<file path="src/rtl/fifo_pkg.sv">
// fifo_pkg
//   Shared types and sizing helpers for the width-conversion FIFO blocks.
//   - unpack_state_t : drain-stage state (IDLE: no word held, SEND: word held)
//   - word_width()   : FIFO word width for a given ratio and beat width
//   - idx_width()    : width of a beat index counting 0..ratio-1
package fifo_pkg;

   typedef enum logic {
      IDLE = 1'b0,
      SEND = 1'b1
   } unpack_state_t;

   function automatic int word_width(input int ratio, input int data_width);
      return ratio * data_width;
   endfunction

   // Never returns 0, so a beat index always has at least one bit.
   function automatic int idx_width(input int ratio);
      return (ratio > 1) ? $clog2(ratio) : 1;
   endfunction

endpackage

</file>
<file path="src/rtl/fifo_word_unpacker.sv">
// fifo_word_unpacker
//   Drains wide words from a first-word-fall-through FIFO read port and
//   emits each one as RATIO narrow beats on a valid/ready stream. The
//   stream runs at one beat per cycle, including across word boundaries.
//
// Parameters
//   DATA_WIDTH : width of one output beat
//   RATIO      : beats per FIFO word (>= 2)
//   MSB_FIRST  : nonzero -> highest slice first, 0 -> lowest slice first
//
// Ports
//   clk_i    : clock, rising edge
//   rst_ni   : asynchronous active-low reset
//   empty_i  : FIFO empty flag, rdata_i is valid while low
//   rdata_i  : FIFO head word (RATIO*DATA_WIDTH bits)
//   rd_o     : FIFO pop strobe, one cycle per word
//   data_o   : current output beat
//   valid_o  : data_o valid
//   ready_i  : consumer accepts the beat when valid_o && ready_i
//   busy_o   : a word is held (same as valid_o)
//
// Handshake: a beat transfers on a rising edge where valid_o && ready_i.
// valid_o comes straight from the state register, never from ready_i, and
// while valid_o && !ready_i both valid_o and data_o hold stable.
module fifo_word_unpacker
   import fifo_pkg::*;
#(
   parameter int DATA_WIDTH = 8,
   parameter int RATIO      = 2,
   parameter int MSB_FIRST  = 1
) (
   input  logic                                       clk_i,
   input  logic                                       rst_ni,
   input  logic                                       empty_i,
   input  logic [word_width(RATIO, DATA_WIDTH)-1:0]   rdata_i,
   output logic                                       rd_o,
   output logic [DATA_WIDTH-1:0]                      data_o,
   output logic                                       valid_o,
   input  logic                                       ready_i,
   output logic                                       busy_o
);

   localparam int WW = word_width(RATIO, DATA_WIDTH);
   localparam int IW = idx_width(RATIO);
   localparam logic [IW-1:0] LAST_IDX = IW'(RATIO - 1);

   unpack_state_t r_state;
   unpack_state_t w_state_nxt;
   logic [IW-1:0] r_idx;
   logic [IW-1:0] w_idx_nxt;
   logic [WW-1:0] r_hold;
   logic          w_load;
   logic          w_last_taken;
   logic [IW-1:0] w_sel;
   logic [RATIO-1:0][DATA_WIDTH-1:0] w_slices;

   // The final beat being accepted frees the hold register in the same
   // cycle, so the next word can be popped without a bubble.
   assign w_last_taken = (r_state == SEND) && (r_idx == LAST_IDX) && ready_i;
   assign w_load       = !empty_i && ((r_state == IDLE) || w_last_taken);

   always_comb begin
      w_state_nxt = r_state;
      w_idx_nxt   = r_idx;
      if (w_load) begin
         w_state_nxt = SEND;
         w_idx_nxt   = '0;
      end else if (r_state == SEND && ready_i) begin
         if (r_idx == LAST_IDX) begin
            w_state_nxt = IDLE;
            w_idx_nxt   = '0;
         end else begin
            w_idx_nxt = r_idx + 1'b1;
         end
      end
   end

   always_ff @(posedge clk_i or negedge rst_ni) begin
      if (!rst_ni) begin
         r_state <= IDLE;
         r_idx   <= '0;
         r_hold  <= '0;
      end else begin
         r_state <= w_state_nxt;
         r_idx   <= w_idx_nxt;
         if (w_load) begin
            r_hold <= rdata_i;
         end
      end
   end

   // Slice k of the held word is bits [k*DATA_WIDTH +: DATA_WIDTH].
   assign w_slices = r_hold;
   assign w_sel    = (MSB_FIRST != 0) ? (LAST_IDX - r_idx) : r_idx;

   // Gate with reset so the FIFO is never popped while held in reset.
   assign rd_o    = rst_ni & w_load;
   assign data_o  = w_slices[w_sel];
   assign valid_o = (r_state == SEND);
   assign busy_o  = (r_state == SEND);

endmodule

</file>
<file path="config.mk">
export PLATFORM = sky130hd
export DESIGN_NAME = fifo_word_unpacker
export DESIGN_NICKNAME = d
export VERILOG_FILES = /design/src/rtl/fifo_pkg.sv /design/src/rtl/fifo_word_unpacker.sv
export SDC_FILE = /design/constraint.sdc
export NUM_CORES = 1
export LEC_CHECK = 0
export CAP_MARGIN = 25
export CORE_ASPECT_RATIO = 0.7
export CORE_MARGIN = 1.5
export CORE_UTILIZATION = 42
export CTS_CLUSTER_DIAMETER = 40
export DETAILED_ROUTE_END_ITERATION = 16
export GPL_ROUTABILITY_DRIVEN = 1
export HOLD_SLACK_MARGIN = 0.12
export PLACE_DENSITY = 0.86
export SLEW_MARGIN = 20
export SYNTH_ARGS = -nofsm -noshare
export SYNTH_HDL_FRONTEND = slang
export SYNTH_SLANG_ARGS = --single-unit
</file>
<file path="constraint.sdc">
create_clock -name clk_i -period 1.8 [get_ports clk_i]
set_input_delay 0.45 -clock clk_i [delete_from_list [all_inputs] [get_ports clk_i]]
set_output_delay 0.45 -clock clk_i [all_outputs]
set_load 0.005 [all_outputs]
</file>
==> results by group, run 1 <==
STA
  • Crit share post-route: 103%
  • Fin crit period: ~1.8 ns
  • Max Freq: approximately 540 MHz
  • Min setup slack post-route: -0.0485 ns
  • Slew @ Worst Pin: around 0.26 ns
  • Fin Setup TNS: -0.265 ns
  • Final Hold Fails: 0
  • RSZ-0062 raised after global routing: yes
  • Max-Slew Margin vs Limit: 82.9%
  • Clock skew: just under 0.007 ns
  • Final Max Slew Viols: 0
  • Setup violators final: 8

Pwr
  • Pint: roughly 1.4 mW
  • Power Dens Cells: between 1500 and 2000 mW/mm^2
  • Total power: ~1.9 mW
  • Clock power frac: between 10% and 20%
  • Maximum VDD drop: 0.000849 V
  • Sequential Power Share: 37.3%
  • Leakage: ~0.58 nW
  • Switching share of power: a little over a quarter
  • Comb pwr share: roughly half
  • NetSw: 518 uW

Yosys
  • Syn_nets: between 70 and 80
  • Avg Inst Size Synth: around 16 sq um
  • Sequential-to-total area share from yosys stat: 54.0%
  • Netlist Area Pre-Place: 835 sq um
  • Cells after Synth: between 50 and 60
  • Yosys reg bits: 18
  • Unique masters post-synth: 12
  • YS warnings: 0

Route
  • DRC Markers: 0
  • DR iter-0 viols: 5
  • Antenna viol nets, final: 0
  • Initial DRT Pass Iterations: 6
  • WL per Instance: 13.9 um
  • DR vias/cell: between 4 and 5
  • Final WL: approximately 1.7 mm
  • Via count: around 570

Global routing
  • First-pass GRT wire length: between 2 and 3 mm
  • Largest net degree at the start of global routing: 19
  • Initial antenna violation count: 0
  • Vias in the first global route: about 570
  • Congestion Overflow GR: 0
  • GRT Total Usage: 16.4%

Final layout
  • Layout area overhead: 52.0%
  • Most frequent cells in the layout: 19 x clkdlybuf4s50_1, 17 x dfrtp_1, 14 x mux2_2
  • Share of layout cells above drive strength 1: a little under three fifths
  • Storage cell area: about 450 sq um
  • Number of diodes: 0
  • FILL cells: around 140
  • Most common cell after layout, fill and taps aside: clkdlybuf4s50_1
  • Area occupied by multi-input gates: about 370 sq um
  • # nets final: around 120

CTS
  • Root Driver: clkbuf_4
  • CTS tree: done
  • Worst-skew pair later-pin latency: 0.29 ns
  • CTS sink count: 18
  • Hold Buf Count CTS: 0
  • Htree depth: 1
  • Clock buffer depth: 2
  • Total CTS buffers: 3
  • Clk slew on worst S/H paths: 0.11 ns

Placed design
  • Post-DP HPWL: about 1.2 mm
  • Setup Slack @ Placement: -0.466 ns
  • IO buf count: 30
  • Gpl congestion: between 0.7 and 0.8

Worst setup path
  • Crit path max-delay cell type: dfrtp_2
  • CP Capture Type: primary output
  • CP Depth: 4
  • Crit path max-delay family: flip-flops
  • Most frequent CP cell: buf_6
  • Worst Setup Start Kind: flop
  • Reg2reg path depth: 6
  • CP required: 1.35 ns
  • RR Startpoint: r_idx
  • Kind of critical path: reg -> out
  • Crit-path cells: buf_12 > buf_6 > mux2_4 > buf_6
  • Start point of the critical path: r_idx
  • CP max stage delay: 0.45 ns
  • Reg2reg setup slack: about 0.23 ns
  • Buf+Inv Stages, Crit Path: 3
  • Worst Path Max Fanout: 5
  • Worst Path Arrival: about 1.4 ns

Outcome
  • Status: finished with violations
  • Failing checks: negative setup slack

Floorplan
  • Die area: between 0.002 and 0.0025 sq mm
  • Die Ht: slightly above 40 um
  • Top Ports: 31
  • Starting Density: roughly 45%
  • Row cnt: 13
  • Die Wd: about 56 um
  • Core Area: about 0.0019 sq mm

Min path
  • Hold crit path type: in -> async

Run
  • Max Cap Violations: 0
## worst register-to-register path, stage by stage, from the launching register on
cell and delay, ns:
dfrtp_2 0.42, buf_4 0.12, buf_6 0.09, nand2_4 0.05, a21oi_4 0.14, buf_4 0.28, mux2_2 0.37
## synthesized netlist by cell type (all sizes together)
library cell   n  area (sq um)
buf            3          27.5
o211ai         1          7.51
mux2          24           304
o21ai          1          5.00
dfrtp         18           450
and2           1          6.26
a21oi          1          16.3
nand2          4          17.5
## sequential cells by signal, summed over array words and instances (netlist names)
signal  cells
r_hold     16
r_idx       1
busy_o      1
## power by group through the flow
stage / Sequential, mW / Combinational (mW) / Clock, mW
after CTS: 0.714 / 0.941 / 0.260
final: 0.712 / 0.950 / 0.247
after detailed placement: 0.717 / 0.911 / 0
after global placement: 0.707 / 0.898 / 0
after floorplan: 0.680 / 0.504 / 0
after global routing: 0.737 / 1.03 / 0.277
## repair_timing
item / CTS / global route
pin swaps: 1 / 0
setup endpoints to repair: 11 / 7
setup buffers: 8 / 1
gates cloned: 0 / 0
gates resized for setup: 45 / 0
## cell type report
class / count / share of cell area (%)
Tap cell: 22 / 2.17
Multi-Input combinational cell: 32 / 28.8
Timing Repair Buffer: 44 / 30.6
Sequential cell: 18 / 35.6
Clock buffer: 4 / 2.86
## stage by stage
step | cell area, sq um | hold slack [ns] | util [%] | instances
2_1_floorplan | 835 | 0.154 | - | 53
3_5_place_dp | 1180 | 0.492 | 63.3 | 107
4_1_cts | 1260 | 0.505 | 67.4 | 119
3_3_place_gp | 1180 | 0.484 | 63.3 | 107
6_report | 1270 | 0.512 | 67.8 | 120
5_1_grt | 1270 | 0.528 | 67.8 | 120
## metal layers
| layer | share of wire, % | global-route usage [%] | up-vias |
|---|---|---|---|
| li1 | - | - | 276 |
| met1 | 45 | 19.9 | 271 |
| met2 | 46 | 28.2 | 25 |
| met3 | 8.7 | 6.77 | 0 |
| met4 | 0 | 3.57 | 0 |
| met5 | 0 | 0 | - |
## cells by family after synthesis
kind of cell	synth area share, %
AOI/OAI and AO/OA	3.45
buffers and inverters	3.30
DFF	54.0
muxes	36.4
and+or+nand+nor	2.85
## path summary, 6_finish.rpt
check                        endpoint
max in group asynchronous       r_idx
max                         data_o[7]
max reg2reg                 r_hold[0]
min reg2reg                r_hold[11]
min in group clk_i         r_hold[11]
min                         r_hold[8]
No activity file was read; power rests on OpenSTA's default activity.
==> inputs of run 2 (changes only) <==
--- a/config.mk
+++ b/config.mk
@@ -14,7 +14,6 @@
 export GPL_ROUTABILITY_DRIVEN = 1
 export HOLD_SLACK_MARGIN = 0.12
 export PLACE_DENSITY = 0.86
-export SLEW_MARGIN = 20
 export SYNTH_ARGS = -nofsm -noshare
 export SYNTH_HDL_FRONTEND = slang
 export SYNTH_SLANG_ARGS = --single-unit
==> constraint.sdc (replaced) <==
create_clock -name clk_i -period 1.8 [get_ports clk_i]
set_input_delay 0.27 -clock clk_i [delete_from_list [all_inputs] [get_ports clk_i]]
set_output_delay 0.27 -clock clk_i [all_outputs]
set_load 0.005 [all_outputs]
==> results by group, run 2 (synthesis gave the netlist of run 1 again) <==
STA
  • RSZ-0062 raised after global routing: no
  • Max-Slew Margin vs Limit: 82.9%
  • Final Hold Fails: 0
  • Setup violators final: 0
  • Max Freq: 587 MHz
  • Crit share post-route: a little over nine tenths
  • Clock skew: between 0.003 and 0.004 ns
  • Fin crit period: between 1.5 and 2 ns
  • Final Max Slew Viols: 0
  • Slew @ Worst Pin: 0.256 ns
  • Min setup slack post-route: between 0.09 and 0.1 ns

CTS
  • CTS tree: done
  • Total CTS buffers: 3
  • Clock buffer depth: 2
  • Root Driver: clkbuf_4
  • Hold Buf Count CTS: 0
  • CTS sink count: 18
  • Clk slew on worst S/H paths: about 0.10 ns
  • Worst-skew pair later-pin latency: 0.29 ns
  • Htree depth: 1

Route
  • DR vias/cell: between 4 and 5
  • DRC Markers: 0
  • Via count: between 500 and 600
  • Antenna viol nets, final: 0
  • Final WL: 1.65 mm
  • DR iter-0 viols: 4
  • Initial DRT Pass Iterations: 2
  • WL per Instance: 14.6 um

Final layout
  • Layout area overhead: 45.0%
  • Biggest register: r_hold
  • Max reg flops: 16
  • Number of diodes: 0
  • Most frequent cells in the layout: 20 x clkdlybuf4s50_1, 17 x dfrtp_1, 15 x mux2_2
  • Share of layout cells above drive strength 1: roughly 46%
  • Most common cell after layout, fill and taps aside: clkdlybuf4s50_1
  • # nets final: approximately 110

Placed design
  • IO buf count: 30
  • Gpl congestion: 0.651
  • Post-DP HPWL: 1.16 mm
  • Setup Slack @ Placement: -0.0997 ns

Worst setup path
  • Crit path max-delay family: flip-flops
  • CP Capture Type: primary output
  • Kind of critical path: reg -> out
  • Worst Path Arrival: 1.43 ns
  • Crit-path cells: buf_4 > nand2_2 > a21oi_4 > and2_1 > dlygate4sd2_1
  • Buf+Inv Stages, Crit Path: 2
  • CP required: roughly 1.5 ns
  • CP max stage delay: 0.45 ns
  • Crit path max-delay cell type: dfrtp_2
  • Worst Setup Start Kind: flop
  • Worst Path Max Fanout: 3

Floorplan
  • Die Wd: 56.3 um
  • Die Ht: a little over 40 um
  • Starting Density: about 45%
  • Row cnt: 13
  • Core Area: about 0.0019 sq mm
  • Top Ports: 31
  • Die area: about 0.0023 sq mm

Pwr
  • Total power: around 1.8 mW
  • Comb pwr share: 46.1%
  • Power Dens Cells: ~1500 mW/mm^2
  • Sequential Power Share: 40.2%
  • Leakage: roughly 0.54 nW
  • Switching share of power: between 20% and 30%
  • NetSw: 483 uW
  • Clock power frac: a little over an eighth
  • Pint: ~1.3 mW
  • Maximum VDD drop: about 0.00085 V

Run
  • Max Cap Violations: 0

Global routing
  • Vias in the first global route: 552
  • First-pass GRT wire length: about 2.6 mm
  • Congestion Overflow GR: 0
  • GRT Total Usage: 16.9%
  • Initial antenna violation count: 0
  • Largest net degree at the start of global routing: 19

Min path
  • Hold crit path type: in -> async

Outcome
  • Status: complete, no violations
==> run 2: area by class of cell <==
type / count / area (sq um)
Fill cell: 167 / 661
Sequential cell: 18 / 452
Multi-Input combinational cell: 32 / 357
Timing Repair Buffer: 37 / 338
Clock buffer: 4 / 36.3
Tap cell: 22 / 27.5
==> run 2: power by group through the flow <==
stage / registers [mW] / logic [mW] / clock network (mW)
floorplan: 0.680 / 0.504 / 0
global placement: 0.714 / 0.868 / 0
detailed placement: 0.724 / 0.884 / 0
CTS: 0.717 / 0.867 / 0.257
global route: 0.744 / 0.888 / 0.281
finish: 0.718 / 0.822 / 0.243
==> run 2: layer usage <==
| layer | track usage, % | vias up | wire (um) |
|---|---|---|---|
| li1 | - | 264 | - |
| met1 | 19.3 | 253 | 739 |
| met2 | 29.1 | 27 | 776 |
| met3 | 8.39 | 2 | 132 |
| met4 | 4.76 | 0 | 5 |
| met5 | 0 | - | 0 |
==> run 2: path summary, 6_finish.rpt <==
kind / from / end / slack [ns] / cells past startpoint
setup reg to reg: r_idx / r_hold[13] / 0.28 / 5
min in group clk_i: ready_i / busy_o / 0.46 / 4
max in group asynchronous: rst_ni / r_idx / 1.25 / 2
hold reg to reg: r_hold[9] / r_hold[9] / 0.51 / 1
setup / recovery: r_idx / rd_o / 0.1 / 5
hold / removal: rst_ni / busy_o / 0.34 / 2
==> run 2: stage by stage <==
step | util (%) | hold WS (ns) | TNS, ns | cells | instance area [sq um]
2_1_floorplan | - | -0.0256 | 0 | 53 | 835
3_3_place_gp | 62.5 | 0.484 | -0.105 | 105 | 1170
3_5_place_dp | 62.5 | 0.492 | -0.108 | 105 | 1170
4_1_cts | 65.8 | 0.333 | 0 | 113 | 1230
5_1_grt | 64.7 | 0.330 | 0 | 113 | 1210
6_report | 64.7 | 0.341 | 0 | 113 | 1210
==> run 2: timing repair <==
item	4_1_cts	5_1_grt
gates resized for setup	15	4
buffers inserted	4	0
cloned	0	0
pin swaps	1	0
setup endpoints to repair	9	4
==> inputs of run 3 (changes only) <==
--- a/config.mk
+++ b/config.mk
@@ -6,14 +6,16 @@
 export NUM_CORES = 1
 export LEC_CHECK = 0
 export CAP_MARGIN = 25
+export CELL_PAD_IN_SITES_DETAIL_PLACEMENT = 1
+export CELL_PAD_IN_SITES_GLOBAL_PLACEMENT = 2
 export CORE_ASPECT_RATIO = 0.7
 export CORE_MARGIN = 1.5
-export CORE_UTILIZATION = 42
+export CORE_UTILIZATION = 28
 export CTS_CLUSTER_DIAMETER = 40
 export DETAILED_ROUTE_END_ITERATION = 16
 export GPL_ROUTABILITY_DRIVEN = 1
 export HOLD_SLACK_MARGIN = 0.12
-export PLACE_DENSITY = 0.86
+export PLACE_DENSITY = 0.87
 export SYNTH_ARGS = -nofsm -noshare
 export SYNTH_HDL_FRONTEND = slang
 export SYNTH_SLANG_ARGS = --single-unit
==> results by group, run 3 (synthesis gave the netlist of run 1 again) <==
Final layout
  • Most frequent cells in the layout: 20 x clkdlybuf4s50_1, 18 x dfrtp_1, 15 x mux2_2
  • Post-route insts no fill: roughly 130
  • Most common cell after layout, fill and taps aside: clkdlybuf4s50_1
  • Number of diodes: 0
  • Layout area overhead: 56.7%
  • Biggest register: r_hold
  • FILL cells: 290
  • # nets final: roughly 120
  • Area occupied by multi-input gates: between 300 and 400 sq um
  • Max reg flops: 16
  • Share of layout cells above drive strength 1: about 43%
  • Storage cell area: 450 sq um

CTS
  • Htree depth: 1
  • CTS sink count: 18
  • Root Driver: clkbuf_8
  • Worst-skew pair later-pin latency: about 0.25 ns
  • Clk slew on worst S/H paths: roughly 0.070 ns
  • Hold Buf Count CTS: 0
  • CTS tree: done
  • Clock buffer depth: 2
  • Total CTS buffers: 3

Floorplan
  • Starting Density: 29.6%
  • Core Area: ~0.0028 sq mm
  • Die Wd: ~70 um
  • Die Ht: just under 50 um
  • Row cnt: 16
  • Top Ports: 31
  • Die area: 0.00332 sq mm

Worst setup path
  • CP Depth: 4
  • Reg2reg path depth: 4
  • Buf+Inv Stages, Crit Path: 3
  • CP max stage delay: between 0.4 and 0.5 ns
  • Worst Path Max Fanout: 3
  • Crit-path cells: buf_6 > buf_12 > mux2_2 > dlygate4sd2_1
  • Crit path max-delay cell type: dfrtp_1
  • Worst Path Arrival: roughly 1.5 ns
  • CP Capture Type: primary output
  • Kind of critical path: reg -> out
  • CP required: 1.53 ns
  • Worst Setup Start Kind: flop
  • Crit path max-delay family: buffers and inverters

Pwr
  • Comb pwr share: a little under half
  • Maximum VDD drop: about 0.00066 V
  • Switching share of power: a little over a quarter
  • Leakage: between 0.5 and 0.6 nW
  • Clock power frac: roughly 17%
  • Pint: about 1.5 mW
  • NetSw: 532 uW
  • Power Dens Cells: about 1500 mW/mm^2
  • Sequential Power Share: ~36%

Route
  • Initial DRT Pass Iterations: 2
  • Top Metal Used: met4
  • Final WL: roughly 1.9 mm
  • DR vias/cell: roughly 4.5
  • Met3 WL: 108 um
  • Met2 WL: ~980 um
  • M1 wire length: slightly above 800 um
  • WL per Instance: roughly 15 um
  • Antenna viol nets, final: 0
  • DRC Markers: 0
  • Via count: between 500 and 600
  • DR iter-0 viols: 2

Global routing
  • Vias in the first global route: 706
  • Largest net degree at the start of global routing: 19
  • First-pass GRT wire length: 3.22 mm
  • Initial antenna violation count: 0
  • Congestion Overflow GR: 0
  • GRT Total Usage: approximately 13%

STA
  • Crit share post-route: between 90 and 100%
  • Final Hold Fails: 0
  • Fin crit period: approximately 1.7 ns
  • Final Max Slew Viols: 0
  • Min setup slack post-route: a little under 0.07 ns
  • Setup violators final: 0
  • Clock skew: roughly 0.0038 ns
  • Slew @ Worst Pin: between 0.2 and 0.3 ns
  • RSZ-0062 raised after global routing: no
  • Max-Slew Margin vs Limit: between 80 and 90%
  • Max Freq: between 500 and 600 MHz

Placed design
  • DP Cell Count: 120
  • Setup Slack @ Placement: -0.117 ns
  • IO buf count: 30
  • Gpl congestion: 0.657
  • Post-DP HPWL: ~1.4 mm

Outcome
  • Status: complete, no violations

Min path
  • Hold crit path type: in -> async

Run
  • Max Cap Violations: 0
## run 3: stage by stage
stage               setup TNS, ns  total power, mW  hold slack [ns]  util (%)  cell area [sq um]
floorplan                       0             1.18          -0.0256         -                835
detailed placement         -0.252             1.62            0.495      41.9               1180
global route                    0             2.12            0.381      46.3               1310
finish                          0             1.99            0.373      46.3               1310
CTS                       -0.0547             1.94            0.384      45.0               1270
global placement           -0.123             1.58            0.486      41.9               1180
## run 3: worst register-to-register path: stages (launching register included)
cell     delay (ns)
dfrtp_1        0.41
nand2_2        0.10
a21oi_4        0.16
buf_4          0.29
mux2_2         0.39
## run 3: final cells by class
cell class                 instances  share of cell area [%]
clock buffer                       4                    4.21
multi-input combinational         32                    27.3
sequential                        18                    34.4
tap                               36                    3.44
timing repair buffer              41                    30.6
## run 3: path summary, 6_finish.rpt
kind,start,endpoint,slack [ns]
worst max register to register,r_idx,r_hold[13],0.33
worst min register to register,r_hold[10],r_hold[10],0.51
max in group asynchronous,rst_ni,r_hold[4],1.23
worst max-delay path,r_idx,data_o[2],0.07
worst min-delay path,rst_ni,r_hold[5],0.37
min in group clk_i,r_hold[10],r_hold[10],0.51
## run 3: repair_timing
item                       in CTS  in global routing
setup endpoints to repair       9                  5
buffers inserted                5                  2
resized for setup              11                  6
pin swaps                       0                  1
## run 3: metal layers
metal	global-route usage (%)	vias to the layer above
li1	-	270
met1	15.9	293
met2	23.3	19
met3	4.19	2
met4	3.00	0
met5	0	-
## run 3: power by group through the flow
stage	sequential, mW	combinational (mW)	clock (mW)
floorplan	0.680	0.504	0
global placement	0.705	0.876	0
detailed placement	0.723	0.895	0
CTS	0.719	0.885	0.341
global route	0.749	1.02	0.359
finish	0.717	0.942	0.331
